===== src/rtl/mcu51_fetch_timing.sv =====
// MCU51 machine-cycle timing: 12-tick machine cycle, fetch-slot strobes,
// ALE/PSEN generation and end-of-instruction execute pulse.
module mcu51_fetch_timing #(
   parameter int TICKS   = 12,
   parameter int MAX_CYC = 4
) (
   input  logic       clk,
   input  logic       reset,
   input  logic       ea,
   input  logic [1:0] ins_len,
   input  logic [2:0] ins_cyc,
   output logic [2:0] state,
   output logic       phase,
   output logic [1:0] mcycle,
   output logic       ale,
   output logic       psen_n,
   output logic       code_cs,
   output logic       ir_en,
   output logic [1:0] opnd_en,
   output logic       pc_en,
   output logic       exec_en
);

   localparam logic [3:0] T_LAST  = 4'(TICKS - 1);
   localparam logic [2:0] CYC_MAX = 3'(MAX_CYC);

   logic [3:0] t, t_nxt;
   logic [1:0] mc_nxt, last_mc;
   logic [1:0] bytes_left;
   logic [2:0] cyc_total;
   logic [1:0] len_eff;
   logic [2:0] cyc_eff;
   logic       op_fetch, opnd_fetch, psen_low;

   assign state = t[3:1];
   assign phase = t[0];

   always_comb begin
      last_mc    = 2'(cyc_total - 3'd1);
      t_nxt      = (t == T_LAST) ? 4'd0 : t + 4'd1;
      mc_nxt     = (t == T_LAST) ? ((mcycle == last_mc) ? 2'd0 : mcycle + 2'd1) : mcycle;
      op_fetch   = (t_nxt == 4'd1) && (mc_nxt == 2'd0);
      opnd_fetch = ((t_nxt == 4'd1) || (t_nxt == 4'd7)) && !op_fetch && (bytes_left != 2'd0);
      // PSEN leads each real fetch slot by one clock; bytes_left is still
      // the pre-decrement count on both of those clocks.
      psen_low   = ((t_nxt <= 4'd1) && (mc_nxt == 2'd0)) ||
                   (((t_nxt <= 4'd1) || (t_nxt == 4'd6) || (t_nxt == 4'd7)) && (bytes_left != 2'd0));
      len_eff    = (ins_len == 2'd0) ? 2'd1 : ins_len;
      if (ins_cyc == 3'd0)
         cyc_eff = 3'd1;
      else if (ins_cyc > CYC_MAX)
         cyc_eff = CYC_MAX;
      else
         cyc_eff = ins_cyc;
      // A third byte can only be fetched in the next cycle's first slot.
      if ((ins_len == 2'd3) && (cyc_eff == 3'd1))
         cyc_eff = 3'd2;
   end

   always_ff @(posedge clk or posedge reset) begin
      if (reset) begin
         t          <= 4'd0;
         mcycle     <= 2'd0;
         bytes_left <= 2'd0;
         cyc_total  <= 3'd1;
         ale        <= 1'b0;
         psen_n     <= 1'b1;
         code_cs    <= 1'b0;
         ir_en      <= 1'b0;
         opnd_en    <= 2'b00;
         pc_en      <= 1'b0;
         exec_en    <= 1'b0;
      end else begin
         t       <= t_nxt;
         mcycle  <= mc_nxt;
         ale     <= (t_nxt == 4'd1) || (t_nxt == 4'd2) || (t_nxt == 4'd7) || (t_nxt == 4'd8);
         psen_n  <= ea || !psen_low;
         code_cs <= op_fetch || opnd_fetch;
         pc_en   <= op_fetch || opnd_fetch;
         ir_en   <= op_fetch;
         opnd_en <= {opnd_fetch && (t_nxt == 4'd1), opnd_fetch && (t_nxt == 4'd7)};
         exec_en <= (t_nxt == T_LAST) && (mc_nxt == last_mc);
         if ((t == 4'd2) && (mcycle == 2'd0)) begin
            bytes_left <= len_eff - 2'd1;
            cyc_total  <= cyc_eff;
         end else if (opnd_fetch) begin
            bytes_left <= bytes_left - 2'd1;
         end
      end
   end

endmodule

===== config.mk =====
export PLATFORM = sky130hd
export DESIGN_NAME = mcu51_fetch_timing
export DESIGN_NICKNAME = d
export VERILOG_FILES = /design/src/rtl/mcu51_fetch_timing.sv
export SDC_FILE = /design/constraint.sdc
export NUM_CORES = 1
export LEC_CHECK = 0
export BUFFER_PORTS_ARGS = -buffer_cell sky130_fd_sc_hd__buf_2
export CAP_MARGIN = 20
export CORE_UTILIZATION = 48
export CTS_CLUSTER_DIAMETER = 100
export DETAILED_ROUTE_END_ITERATION = 8
export GPL_TIMING_DRIVEN = 0
export PLACE_DENSITY = 0.74
export SLEW_MARGIN = 20
export SYNTH_ARGS = -nofsm -noshare
export SYNTH_HDL_FRONTEND = slang
export SYNTH_SLANG_ARGS = --single-unit
export TNS_END_PERCENT = 20

===== constraint.sdc =====
create_clock -name clk -period 2.02 [get_ports clk]
set_input_delay 0.606 -clock clk [delete_from_list [all_inputs] [get_ports clk]]
set_output_delay 0.606 -clock clk [all_outputs]
set_load 0.005 [all_outputs]

== Word-level counts from Yosys, hierarchy flattened ==
Cells that the tools add are included.
W data, S select, Z words.

* Reduce and logical (&&, ||, !) cells: 27
* Multiplexer cells: 9
* Eq/ne operators: 12
* Order comparisons: 2
* Add/subtract/negate cells: 5

{| class="wikitable"
|+ Operators with widths
! operator !! count
|-
| $eq A4 B4 Y1 const B || 3
|-
| $mux W2 || 6
|-
| $logic_and A1 B1 Y1 || 10
|-
| $logic_or A1 B1 Y1 || 9
|-
| $eq A4 B2 Y1 const B || 2
|-
| $eq A4 B3 Y1 const B || 2
|-
| $logic_not A2 Y1 || 3
|-
| $mux W3 || 2
|-
| $sub A2 B1 Y2 const B || 3
|-
| $add A4 B1 Y4 const B || 1
|-
| $eq A2 B2 Y1 || 2
|-
| $eq A4 B1 Y1 const B || 1
|-
| $le A4 B1 Y1 const B || 1
|-
| $mux W4 || 1
|-
| $reduce_bool A2 Y1 || 2
|-
| $eq A3 B1 Y1 const B || 1
|-
| $gt A3 B3 Y1 const B || 1
|-
| $logic_not A3 Y1 || 1
|-
| $add A2 B1 Y2 const B || 1
|-
| $eq A2 B2 Y1 const B || 1
|-
| $logic_not A1 Y1 || 2
|}

* Bits in registers: 17
* Logic and storage cells: 65
* Bits of input ports: 8
* Output and inout port bits: 14

== Logic depth before layout (Yosys ltp) ==
Gate-level depths: netlist (run 1).

* Depth after elaboration: 11
* Depth in mapped cells: 9
* Depth with buffers taken out: 7

== Least setup slack after synthesis (run 1) ==
OpenSTA, ideal clock, no wires.

* Kind: reg2reg
* Start: register t[0]
* End: register bytes_left[0]
* Data required time: 1.897 ns
* Path slack: 0.004 ns
* Data arrival time: 1.893 ns
* Path buffers: 0
* Stages on the path, launching flop included: 7
* Cells stage by stage: dfrtp_1 -> ha_1 -> or3b_4 -> a21bo_1 -> a211o_1 -> a221oi_2 -> nand2_1

* Longest elaborated chain between the ends: 8
* Elaborated cells between the ends (all ways): 16
* Those cells by class: add/sub: 1; eq/ne: 4; mux: 3; reduce/logical: 8

{| class="wikitable"
|+ RTL lines
! element !! RTL line !! text
|-
| from (decl) || 27 || <nowiki>logic [3:0] t, t_nxt;</nowiki>
|-
| from (signal assigned) || 74 || <nowiki>t <= t_nxt;</nowiki>
|-
| $add A4 B1 Y4 / $eq A4 B4 Y1 (equally long branches) || 40, 41 ||
|-
| $mux W4 / $mux W2 (equally long branches) || 40, 41 ||
|-
| $eq A4 B1 Y1 / $logic_not A2 Y1 (equally long branches) || 42, 43 ||
|-
| $logic_and A1 B1 Y1 || 42 || <nowiki>op_fetch = (t_nxt == 4'd1) && (mc_nxt == 2'd0);</nowiki>
|-
| $logic_not A1 Y1 || 43 || <nowiki>opnd_fetch = ((t_nxt == 4'd1) || (t_nxt == 4'd7)) && !op_fetch && (bytes_left != 2'd0);</nowiki>
|-
| $logic_and A1 B1 Y1 (2 in a row) || 43 ||
|-
| $reduce_bool A2 Y1 (no source line) || - ||
|-
| to (signal assigned) || 84 || <nowiki>bytes_left <= len_eff - 2'd1;</nowiki>
|-
| to (signal assigned) || 87 || <nowiki>bytes_left <= bytes_left - 2'd1;</nowiki>
|-
| to (decl) || 29 || <nowiki>logic [1:0] bytes_left;</nowiki>
|}

Parallel ways exist; a longest one is shown, timed or not.
A chain may end at the register's enable or synchronous reset.

== Worst setup path in the final report (run 1) ==
* Start: register t[3]
* End: register bytes_left[0]

The elaborated chain is that of the path after synthesis.

==> key figures, run 1 <==
Critical path
  – Reg-to-reg setup timing slack: 0.08 ns
  – Setup crit end: bytes_left[0]$_DFFE_PP0P_
  – Arrival time at the worst endpoint: 2.13 ns
  – Worst R2R Start: t[3]$_DFF_PP0_
  – Worst R2R End: bytes_left[0]$_DFFE_PP0P_
  – Req. time, crit path: 2.22 ns
  – Worst Setup Start Kind: register
  – Largest fanout on the critical path: 10
  – CP Launch Point: t[3]$_DFF_PP0_
  – R2R cell count: 6
  – Critical path class: reg -> reg
  – Critical Path End Type: register

Power and ir drop
  – Pint: 0.675 mW
  – Flop pwr share: 45.1%
  – Peak VDD IR: 0.000479 V
  – Switching share of total power: 37.0%
  – Comb power frac: 37.1%
  – Leak: 0.604 nW
  – Tot Pwr: 1.07 mW
  – Pwr Density: 795 nW/um2
  – Sw Pwr: 0.396 mW
  – Clk pwr share: 17.8%

STA
  – Hold Vio Cnt, Final: 0
  – Setup Total Neg Slack: 0 ns
  – Least-Margin Pin Slew: 0.663 ns
  – RSZ-0062 raised after global routing: false
  – Final setup viols: 0
  – Fmax: 0.516 GHz
  – Slew HR: 55.7%
  – Final Skew: 0.00576 ns
  – Final period utilization: 95.9%
  – Fin crit period: 1.94 ns
  – Final Max Slew Viols: 0

Logic synthesis
  – Synth Instances: 130
  – Post-synth top cells: nand2_1 (17), dfrtp_1 (15), nor2_1 (12)
  – Ys async rst share: 100%
  – Synth top area cells: dfrtp_1 (33%), nand2_1 (5.6%), ha_1 (5.5%), dfstp_2 (4.7%), nor2_1 (4.0%)
  – Post-synthesis cell type count: 40
  – Most frequent cell after synthesis: nand2_1
  – Number of enable flip-flop cells after synthesis: 0
  – Register area share after synthesis: 37.9%
  – Largest area contributor in the netlist: dfrtp_1
  – Mapped Area: 1130 um2
  – Syn_nets: 143
  – Ys flop type: dfrtp_1
  – Synth Register Bits: 17
  – Yosys warnings: 0
  – Mean Syn Cell Area: 8.69 um2
  – Synth top area share: 33.2%

CTS
  – Skew-Pair Late Insertion Delay: 0.30 ns
  – CTS Hold Bufs: 0
  – Total CTS buffers: 3
  – Clock tree from TritonCTS: done
  – # clock sinks: 17
  – Root Buffer: clkbuf_4
  – CTS H-tree lvls: 1
  – Clk slew on worst S/H paths: 0.11 ns
  – Deepest clock path buffer count: 2

Floorplanning
  – Number of top-level pins: 22
  – Rows: 17
  – Starting Density: 51.1%
  – Die Y: 50.5 um
  – Core area: 2210 um2
  – Die W: 50.5 um
  – Die ar.: 2550 um2

Drt
  – First DRT Iteration DRCs: 18
  – Routed via count: 1041
  – Residual DRC: 0
  – Vias per cell: 5.69
  – WL final: 2.47 mm
  – Wire per inst: 13.5 um
  – Number of routed nets with antenna violations: 0
  – DR pass1 iterations: 4

Cells and area
  – Final net count: 169
  – Multi-input logic area: 662 um2
  – P&R area growth vs syn: 19.3%
  – Sequential cell area: 432 um2
  – Core Util, Final: 60.9%
  – Fin cells: 183
  – Antenna cells: 0
  – Fraction of layout cells with a size suffix above 1: 29.0%
  – Finished Cell Area: 1350 um2
  – # fillers: 205

Global routing
  – First-pass GRT wire length: 4.07 mm
  – Largest net degree at the start of global routing: 18
  – Total global routing track utilization: 20.9%
  – Initial antenna violation count: 0
  – Number of global-route vias before repair: 929
  – Grt ovf: 0

Place
  – DP Area: 1270 um2
  – HPWL after detailed placement: 1.76 mm
  – RePlAce Congestion: 0.814
  – Placed Cells: 179
  – Buffers on Ports: 21

Status
  – Status: complete, no violations

Job
  – Max-cap violations: 0

Min path
  – Tightest Hold Check Type: in -> async
-- worst min-delay path by stage --
stage                                          from                        to  slack, ns  cells past startpoint
after global placement    bytes_left[1]$_DFFE_PP0P_          psen_n$_DFF_PP1_       0.47                      1
final                                         reset           ir_en$_DFF_PP0_       0.38                      2
after CTS                                     reset           ir_en$_DFF_PP0_       0.41                      2
after floorplan           bytes_left[1]$_DFFE_PP0P_          psen_n$_DFF_PP1_       0.44                      1
after detailed placement  bytes_left[1]$_DFFE_PP0P_          psen_n$_DFF_PP1_       0.47                      1
after global routing                          reset  cyc_total[1]$_DFFE_PP0P_       0.44                      2
-- power groups by stage --
stage | Sequential, mW | Clock [mW] | Combinational (mW)
detailed placement | 0.458 | 0 | 0.429
floorplan | 0.461 | 0 | 0.305
global route | 0.495 | 0.211 | 0.443
finish | 0.483 | 0.191 | 0.397
CTS | 0.483 | 0.194 | 0.395
global placement | 0.457 | 0 | 0.415
-- metrics by stage --
| stage | setup slack, ns | hold slack [ns] |
|---|---|---|
| 3_5_place_dp | -0.136 | 0.466 |
| 2_1_floorplan | 0.00429 | 0.442 |
| 4_1_cts | 0.0249 | 0.411 |
| 6_report | 0.0821 | 0.383 |
| 5_1_grt | 0.00598 | 0.444 |
| 3_3_place_gp | -0.110 | 0.473 |
-- cell type report --
cell class | instances | area share, %
Clock inverter | 1 | 0.371
Sequential cell | 17 | 32.0
Timing Repair Buffer | 24 | 9.47
Inverter | 8 | 2.23
Buffer | 6 | 2.51
Clock buffer | 3 | 1.67
Tap cell | 28 | 2.60
Multi-Input combinational cell | 96 | 49.1
-- timing repair --
item | 4_1_cts | 5_1_grt
setup endpoints to repair | 2 | 3
pin swaps | 0 | 1
buffers inserted | 2 | 1
resized for setup | 5 | 5
-- placed cells by master (no fill, tap or decap), types with 3 or more instances in the layout --
cell type and count:
a31oi_1 3, inv_1 8, o22ai_1 4, nor2_1 12
clkbuf_4 3, dfrtp_1 12, a21oi_1 6, buf_4 4
nand3b_1 3, o31ai_1 3, nand2_1 17, dfrtp_2 3
nor3b_1 5, buf_2 21, nand2b_1 3, o21ai_0 5
ha_1 3, clkbuf_1 4
-- per-layer routing --
layer  track usage, %  wire length, um  up-vias
met5                0                0        -
met4             6.94               44        0
met3             1.82               67        6
met2             34.9             1220       28
met1             28.4             1140      499
li1                 -                -      508
-- cells by family (layout without fill, tap and decap cells) --
family / after synthesis / in the layout / share of synthesized area, %
XOR/XNOR: 2 / 2 / 1.55
AO/OA/AOI/OAI: 36 / 36 / 23.1
AND/OR/NAND/NOR: 53 / 53 / 25.2
buffers and inverters: 17 / 42 / 6.65
adder cells (fa/ha/maj): 5 / 5 / 5.54
flip-flops: 17 / 17 / 37.9
-- flip-flops by register name (all words and copies together), names as in the netlist --
register,flops
bytes_left,2
cyc_total,2
ir_en,1
opnd_en,2
t,4
mcycle,2
pc_en,1
ale,1
psen_n,1
exec_en,1
-- critical path, cell delays in order, from the launching register on --
cell,delay (ns)
dfrtp_1,0.43
buf_6,0.15
or3b_4,0.41
a21bo_1,0.19
a211o_4,0.35
a221oi_2,0.23
nand2_1,0.08
Note: power is estimated with default switching activity, not from simulation.
==> run 2, diff against run 1 <==
--- a/config.mk
+++ b/config.mk
@@ -12,6 +12,7 @@
 export DETAILED_ROUTE_END_ITERATION = 8
 export GPL_TIMING_DRIVEN = 0
 export PLACE_DENSITY = 0.74
+export SETUP_SLACK_MARGIN = 0.2
 export SLEW_MARGIN = 20
 export SYNTH_ARGS = -nofsm -noshare
 export SYNTH_HDL_FRONTEND = slang
==> run 2 against run 1 <==
Worst hold slack got worse by 0.0045 ns. Power rose by 11%. Final cell count rose by 7.7%. Cell area rose by 12%. Clock skew fell by 0.0043 ns. First-iteration DRC count rose by 50%. Largest cell class unchanged.
==> key figures, run 2 (synthesized netlist as in run 1, its figures left out) <==
Cells and area
  – Most flop-heavy register: t
  – Most frequent cells in the layout: buf_2 (22), nand2_1 (17), buf_4 (15)
  – Final net count: 183
  – P&R area growth vs syn: 33.1%
  – Antenna cells: 0
  – Max reg flops: 4
  – Core Util, Final: 68.0%
  – Most common cell after layout, fill and taps aside: buf_2
  – # fillers: 180
  – Fraction of layout cells with a size suffix above 1: 41.4%

Critical path
  – Worst R2R Start: t[0]$_DFF_PP0_
  – Critical path class: reg -> reg
  – R2R cell count: 7
  – Largest fanout on the critical path: 5
  – Worst path slowest cell: dfrtp_2
  – Worst R2R End: bytes_left[1]$_DFFE_PP0P_
  – Reg-to-reg setup timing slack: 0.06 ns
  – Critical Path End Type: register
  – Cell Chain, Critical Path: ha_4, or3b_4, a21bo_1, a211o_4, buf_4, a211oi_2, o22ai_1
  – Worst Setup Start Kind: register
  – Req. time, crit path: 2.20 ns
  – Crit path largest cell delay: 0.40 ns
  – Arrival time at the worst endpoint: 2.14 ns

STA
  – RSZ-0062 raised after global routing: true
  – Least-Margin Pin Slew: 0.662 ns
  – Setup Total Neg Slack: 0 ns
  – Fin crit period: 1.96 ns
  – Final setup viols: 0
  – Hold Vio Cnt, Final: 0
  – Final period utilization: 96.9%
  – Fmax: 0.511 GHz
  – Slew HR: 55.8%
  – Final Max Slew Viols: 0
  – Final Skew: 0.00147 ns

Drt
  – First DRT Iteration DRCs: 27
  – Vias per cell: 5.58
  – Number of routed nets with antenna violations: 0
  – Routed via count: 1099
  – Residual DRC: 0
  – DR pass1 iterations: 5
  – Wire per inst: 13.8 um
  – WL final: 2.72 mm

Status
  – Status: complete, no violations

Place
  – RePlAce Congestion: 0.763
  – HPWL after detailed placement: 1.80 mm
  – Buffers on Ports: 21

Power and ir drop
  – Pint: 0.749 mW
  – Pwr Density: 790 nW/um2
  – Leak: 0.668 nW
  – Flop pwr share: 38.5%
  – Peak VDD IR: 0.000584 V
  – Comb power frac: 45.6%
  – Clk pwr share: 16.0%
  – Sw Pwr: 0.439 mW
  – Tot Pwr: 1.19 mW
  – Switching share of total power: 36.9%

Job
  – Max-cap violations: 0

CTS
  – CTS H-tree lvls: 1
  – Root Buffer: clkbuf_4
  – # clock sinks: 17
  – Total CTS buffers: 3
  – Clk slew on worst S/H paths: 0.10 ns
  – Skew-Pair Late Insertion Delay: 0.30 ns
  – Clock tree from TritonCTS: done
  – Deepest clock path buffer count: 2

Min path
  – Tightest Hold Check Type: in -> async

Global routing
  – Total global routing track utilization: 23.3%
  – Initial antenna violation count: 0
  – Number of global-route vias before repair: 1016
  – Grt ovf: 0
  – First-pass GRT wire length: 4.44 mm
  – Largest net degree at the start of global routing: 18

Floorplanning
  – Starting Density: 51.1%
  – Number of top-level pins: 22
  – Die W: 50.5 um
  – Die ar.: 2550 um2
  – Rows: 17
  – Core area: 2210 um2
  – Die Y: 50.5 um
run 2: power by group through the flow:
stage	Combinational (mW)	Sequential [mW]	Clock, mW
after floorplan	0.305	0.461	0
after global placement	0.416	0.457	0
after detailed placement	0.434	0.460	0
after CTS	0.442	0.453	0.196
after global routing	0.592	0.465	0.210
final	0.541	0.457	0.190
run 2: what timing repair did:
item | in CTS | in global routing
buffers inserted | 9 | 5
cloned | 0 | 0
resized for setup | 9 | 28
hold buffers | 0 | 0
setup endpoints to repair | 9 | 10
pin swaps | 6 | 8
run 2: layer usage:
layer,GRT usage [%],up-vias,wire length [um]
li1,-,538,-
met1,28.8,529,1170
met2,38.9,26,1400
met3,2.42,6,81
met4,13.9,0,72
met5,0,-,0
run 2: critical path: cells and delay by family, from the launching register on:
family	cells	cell delay, ns
adder cells (fa/ha/maj)	1	0.13
buffers and inverters	1	0.14
flip-flops	1	0.40
AO/OA/AOI/OAI	4	0.80
AND/OR/NAND/NOR	1	0.37
run 2: layout make-up:
cell class / count / area, um2 / share of cell area, %
Timing Repair Buffer: 35 / 210 / 14.0
Multi-Input combinational cell: 96 / 704 / 46.8
Clock buffer: 3 / 22.5 / 1.50
Inverter: 8 / 30.0 / 2.00
Clock inverter: 1 / 5.00 / 0.333
Tap cell: 28 / 35.0 / 2.33
Sequential cell: 17 / 432 / 28.7
Buffer: 9 / 65.1 / 4.33
run 2: worst max-delay path by stage:
| stage | start | cells after the start | slack, ns | endpoint |
|---|---|---|---|---|
| finish | t[0]$_DFF_PP0_ | 7 | 0.06 | bytes_left[1]$_DFFE_PP0P_ |
| global route | t[0]$_DFF_PP0_ | 7 | 0.001 | bytes_left[1]$_DFFE_PP0P_ |
| CTS | t[1]$_DFF_PP0_ | 6 | 0.10 | bytes_left[0]$_DFFE_PP0P_ |
| detailed placement | t[1]$_DFF_PP0_ | 6 | -0.07 | bytes_left[0]$_DFFE_PP0P_ |
| global placement | t[1]$_DFF_PP0_ | 6 | -0.03 | bytes_left[0]$_DFFE_PP0P_ |
| floorplan | t[1]$_DFF_PP0_ | 6 | 0.07 | bytes_left[0]$_DFFE_PP0P_ |
run 2: stage by stage:
step | hold WS (ns) | area [um2] | setup WS, ns | instances
2_1_floorplan | 0.442 | 1130 | 0.0667 | 130
6_report | 0.379 | 1500 | 0.0627 | 197
4_1_cts | 0.397 | 1410 | 0.104 | 192
3_3_place_gp | 0.482 | 1270 | -0.0291 | 179
3_5_place_dp | 0.481 | 1270 | -0.0731 | 179
5_1_grt | 0.428 | 1500 | 0.00120 | 197
==> run 3, diff against run 2 <==
--- a/config.mk
+++ b/config.mk
@@ -7,11 +7,14 @@
 export LEC_CHECK = 0
 export BUFFER_PORTS_ARGS = -buffer_cell sky130_fd_sc_hd__buf_2
 export CAP_MARGIN = 20
-export CORE_UTILIZATION = 48
+export CELL_PAD_IN_SITES_DETAIL_PLACEMENT = 1
+export CELL_PAD_IN_SITES_GLOBAL_PLACEMENT = 1
+export CORE_UTILIZATION = 36
 export CTS_CLUSTER_DIAMETER = 100
 export DETAILED_ROUTE_END_ITERATION = 8
 export GPL_TIMING_DRIVEN = 0
-export PLACE_DENSITY = 0.74
+export PLACE_DENSITY_LB_ADDON = 0.1
+export RECOVER_POWER = 25
 export SETUP_SLACK_MARGIN = 0.2
 export SLEW_MARGIN = 20
 export SYNTH_ARGS = -nofsm -noshare
==> run 3 against run 2 <==
The flow now finishes with violations (design-rule violations). Count of clock-buffer cells in the layout rose by 1. Wire length rose by 11%. Sequential power barely moved. Cell area fell by 4.0%. Non-clock buffer count fell by 4. Sequential share of layout area rose by 1.1 points. Die area rose by 32%.
==> key figures, run 3 (synthesized netlist as in run 1, its figures left out) <==
Floorplanning
  – Starting Density: 39.6%
  – Core area: 2850 um2
  – Die W: 58.0 um
  – Rows: 19
  – Number of top-level pins: 22
  – Die ar.: 3370 um2
  – Die Y: 58.0 um

Power and ir drop
  – Sw Pwr: 0.400 mW
  – Switching share of total power: 36.2%
  – Comb power frac: 42.1%
  – Peak VDD IR: 0.000439 V
  – Pint: 0.705 mW
  – Tot Pwr: 1.10 mW
  – Flop pwr share: 41.1%
  – Pwr Density: 765 nW/um2
  – Leak: 0.642 nW
  – Clk pwr share: 16.7%

STA
  – RSZ-0062 raised after global routing: true
  – Hold Vio Cnt, Final: 0
  – Final period utilization: 94.3%
  – Slew HR: 54.4%
  – Least-Margin Pin Slew: 0.683 ns
  – Final Skew: 0.0101 ns
  – Final setup viols: 0
  – Final Max Slew Viols: 0
  – Fin crit period: 1.91 ns
  – Fmax: 0.525 GHz

Drt
  – Wire per inst: 15.5 um
  – First DRT Iteration DRCs: 52
  – Vias per cell: 5.60
  – Number of routed nets with antenna violations: 0
  – DR pass1 iterations: 6
  – Routed via count: 1097
  – Residual DRC: 3
  – WL final: 3.03 mm

Global routing
  – Grt ovf: 0
  – Largest net degree at the start of global routing: 18
  – Initial antenna violation count: 0
  – First-pass GRT wire length: 5.06 mm
  – Number of global-route vias before repair: 1101
  – Total global routing track utilization: 19.7%

Cells and area
  – Max reg flops: 4
  – Antenna cells: 0
  – Final net count: 179
  – Fraction of layout cells with a size suffix above 1: 35.8%
  – Core Util, Final: 50.6%
  – Most common cell after layout, fill and taps aside: buf_2
  – P&R area growth vs syn: 27.8%
  – Most frequent cells in the layout: buf_2 (22), nand2_1 (17), buf_4 (13), dfrtp_1 (13), nor2_1 (12)
  – Most flop-heavy register: t

CTS
  – Skew-Pair Late Insertion Delay: 0.29 ns
  – Root Buffer: clkbuf_4
  – CTS Hold Bufs: 0
  – Clk slew on worst S/H paths: 0.11 ns
  – # clock sinks: 17
  – CTS H-tree lvls: 1
  – Clock tree from TritonCTS: done
  – Total CTS buffers: 3
  – Deepest clock path buffer count: 2

Critical path
  – Crit. path cell count: 6
  – Largest fanout on the critical path: 5
  – Crit path largest cell delay: 0.41 ns
  – Worst path slowest cell: dfrtp_2
  – Req. time, crit path: 2.21 ns
  – Arrival time at the worst endpoint: 2.09 ns
  – R2R cell count: 6
  – Critical Path End Type: register
  – Critical path class: reg -> reg
  – Worst Setup Start Kind: register
  – Critical path's top delay family: compound AO/OA/AOI/OAI gates
  – Cell Chain, Critical Path: ha_4, or3b_4, a21bo_1, a211o_4, a221oi_2, nand2_1
  – WP buf/inv: 0

Place
  – RePlAce Congestion: 0.800
  – Buffers on Ports: 21
  – HPWL after detailed placement: 2.03 mm

Status
  – Status: finished with violations
  – Failing checks: design-rule violations

Min path
  – Tightest Hold Check Type: in -> async

Job
  – Max-cap violations: 0
## run 3: metal layers
metal | global-route usage [%] | up-vias | routed length, um
met5 | 0 | - | 0
met4 | 8.84 | 0 | 59
met3 | 2.01 | 7 | 70
met2 | 32.8 | 17 | 1470
met1 | 25.8 | 546 | 1430
li1 | - | 527 | -
## run 3: worst reg2reg max path: stages, from the launching register on
cell	delay [ns]
dfrtp_2	0.41
ha_4	0.15
or3b_4	0.37
a21bo_1	0.18
a211o_4	0.35
a221oi_2	0.26
nand2_1	0.08
## run 3: power groups by stage
stage | sequential (mW) | combinational (mW) | clock (mW)
floorplan | 0.461 | 0.305 | 0
global placement | 0.458 | 0.428 | 0
detailed placement | 0.460 | 0.440 | 0
CTS | 0.454 | 0.448 | 0.197
global route | 0.462 | 0.524 | 0.205
finish | 0.455 | 0.465 | 0.185
## run 3: per-stage QoR
step | cell area (um2) | hold slack, ns | instances | worst slack (ns) | TNS [ns]
floorplan | 1130 | 0.442 | 130 | 0.0667 | 0
global placement | 1280 | 0.490 | 182 | -0.0449 | -0.0512
detailed placement | 1280 | 0.495 | 182 | -0.125 | -0.199
CTS | 1410 | 0.414 | 194 | 0.0577 | 0
global route | 1440 | 0.460 | 196 | 0.0605 | 0
finish | 1440 | 0.399 | 196 | 0.115 | 0
## run 3: final timing paths
path / startpoint / endpoint / slack, ns
setup / recovery: t[0]$_DFF_PP0_ / bytes_left[0]$_DFFE_PP0P_ / 0.11
min in group clk: ins_cyc[2] / cyc_total[0]$_DFFE_PP1P_ / 0.48
hold reg to reg: bytes_left[1]$_DFFE_PP0P_ / psen_n$_DFF_PP1_ / 0.51
hold / removal: reset / opnd_en[0]$_DFF_PP0_ / 0.40
max in group asynchronous: reset / t[0]$_DFF_PP0_ / 1.15
setup reg to reg: t[0]$_DFF_PP0_ / bytes_left[0]$_DFFE_PP0P_ / 0.11
## run 3: cell type report
cell class / instances / area [um2]
Timing Repair Buffer: 31 / 180
Buffer: 9 / 57.6
Clock buffer: 4 / 26.3
Inverter: 8 / 30.0
Sequential cell: 17 / 430
Fill cell: 349 / 1410
Multi-Input combinational cell: 96 / 681
Tap cell: 31 / 38.8
## run 3: what timing repair did
item | CTS | global route
setup endpoints to repair | 10 | 10
setup buffers | 8 | 2
gates resized for setup | 9 | 20
pin swaps | 7 | 8
cloned | 0 | 0
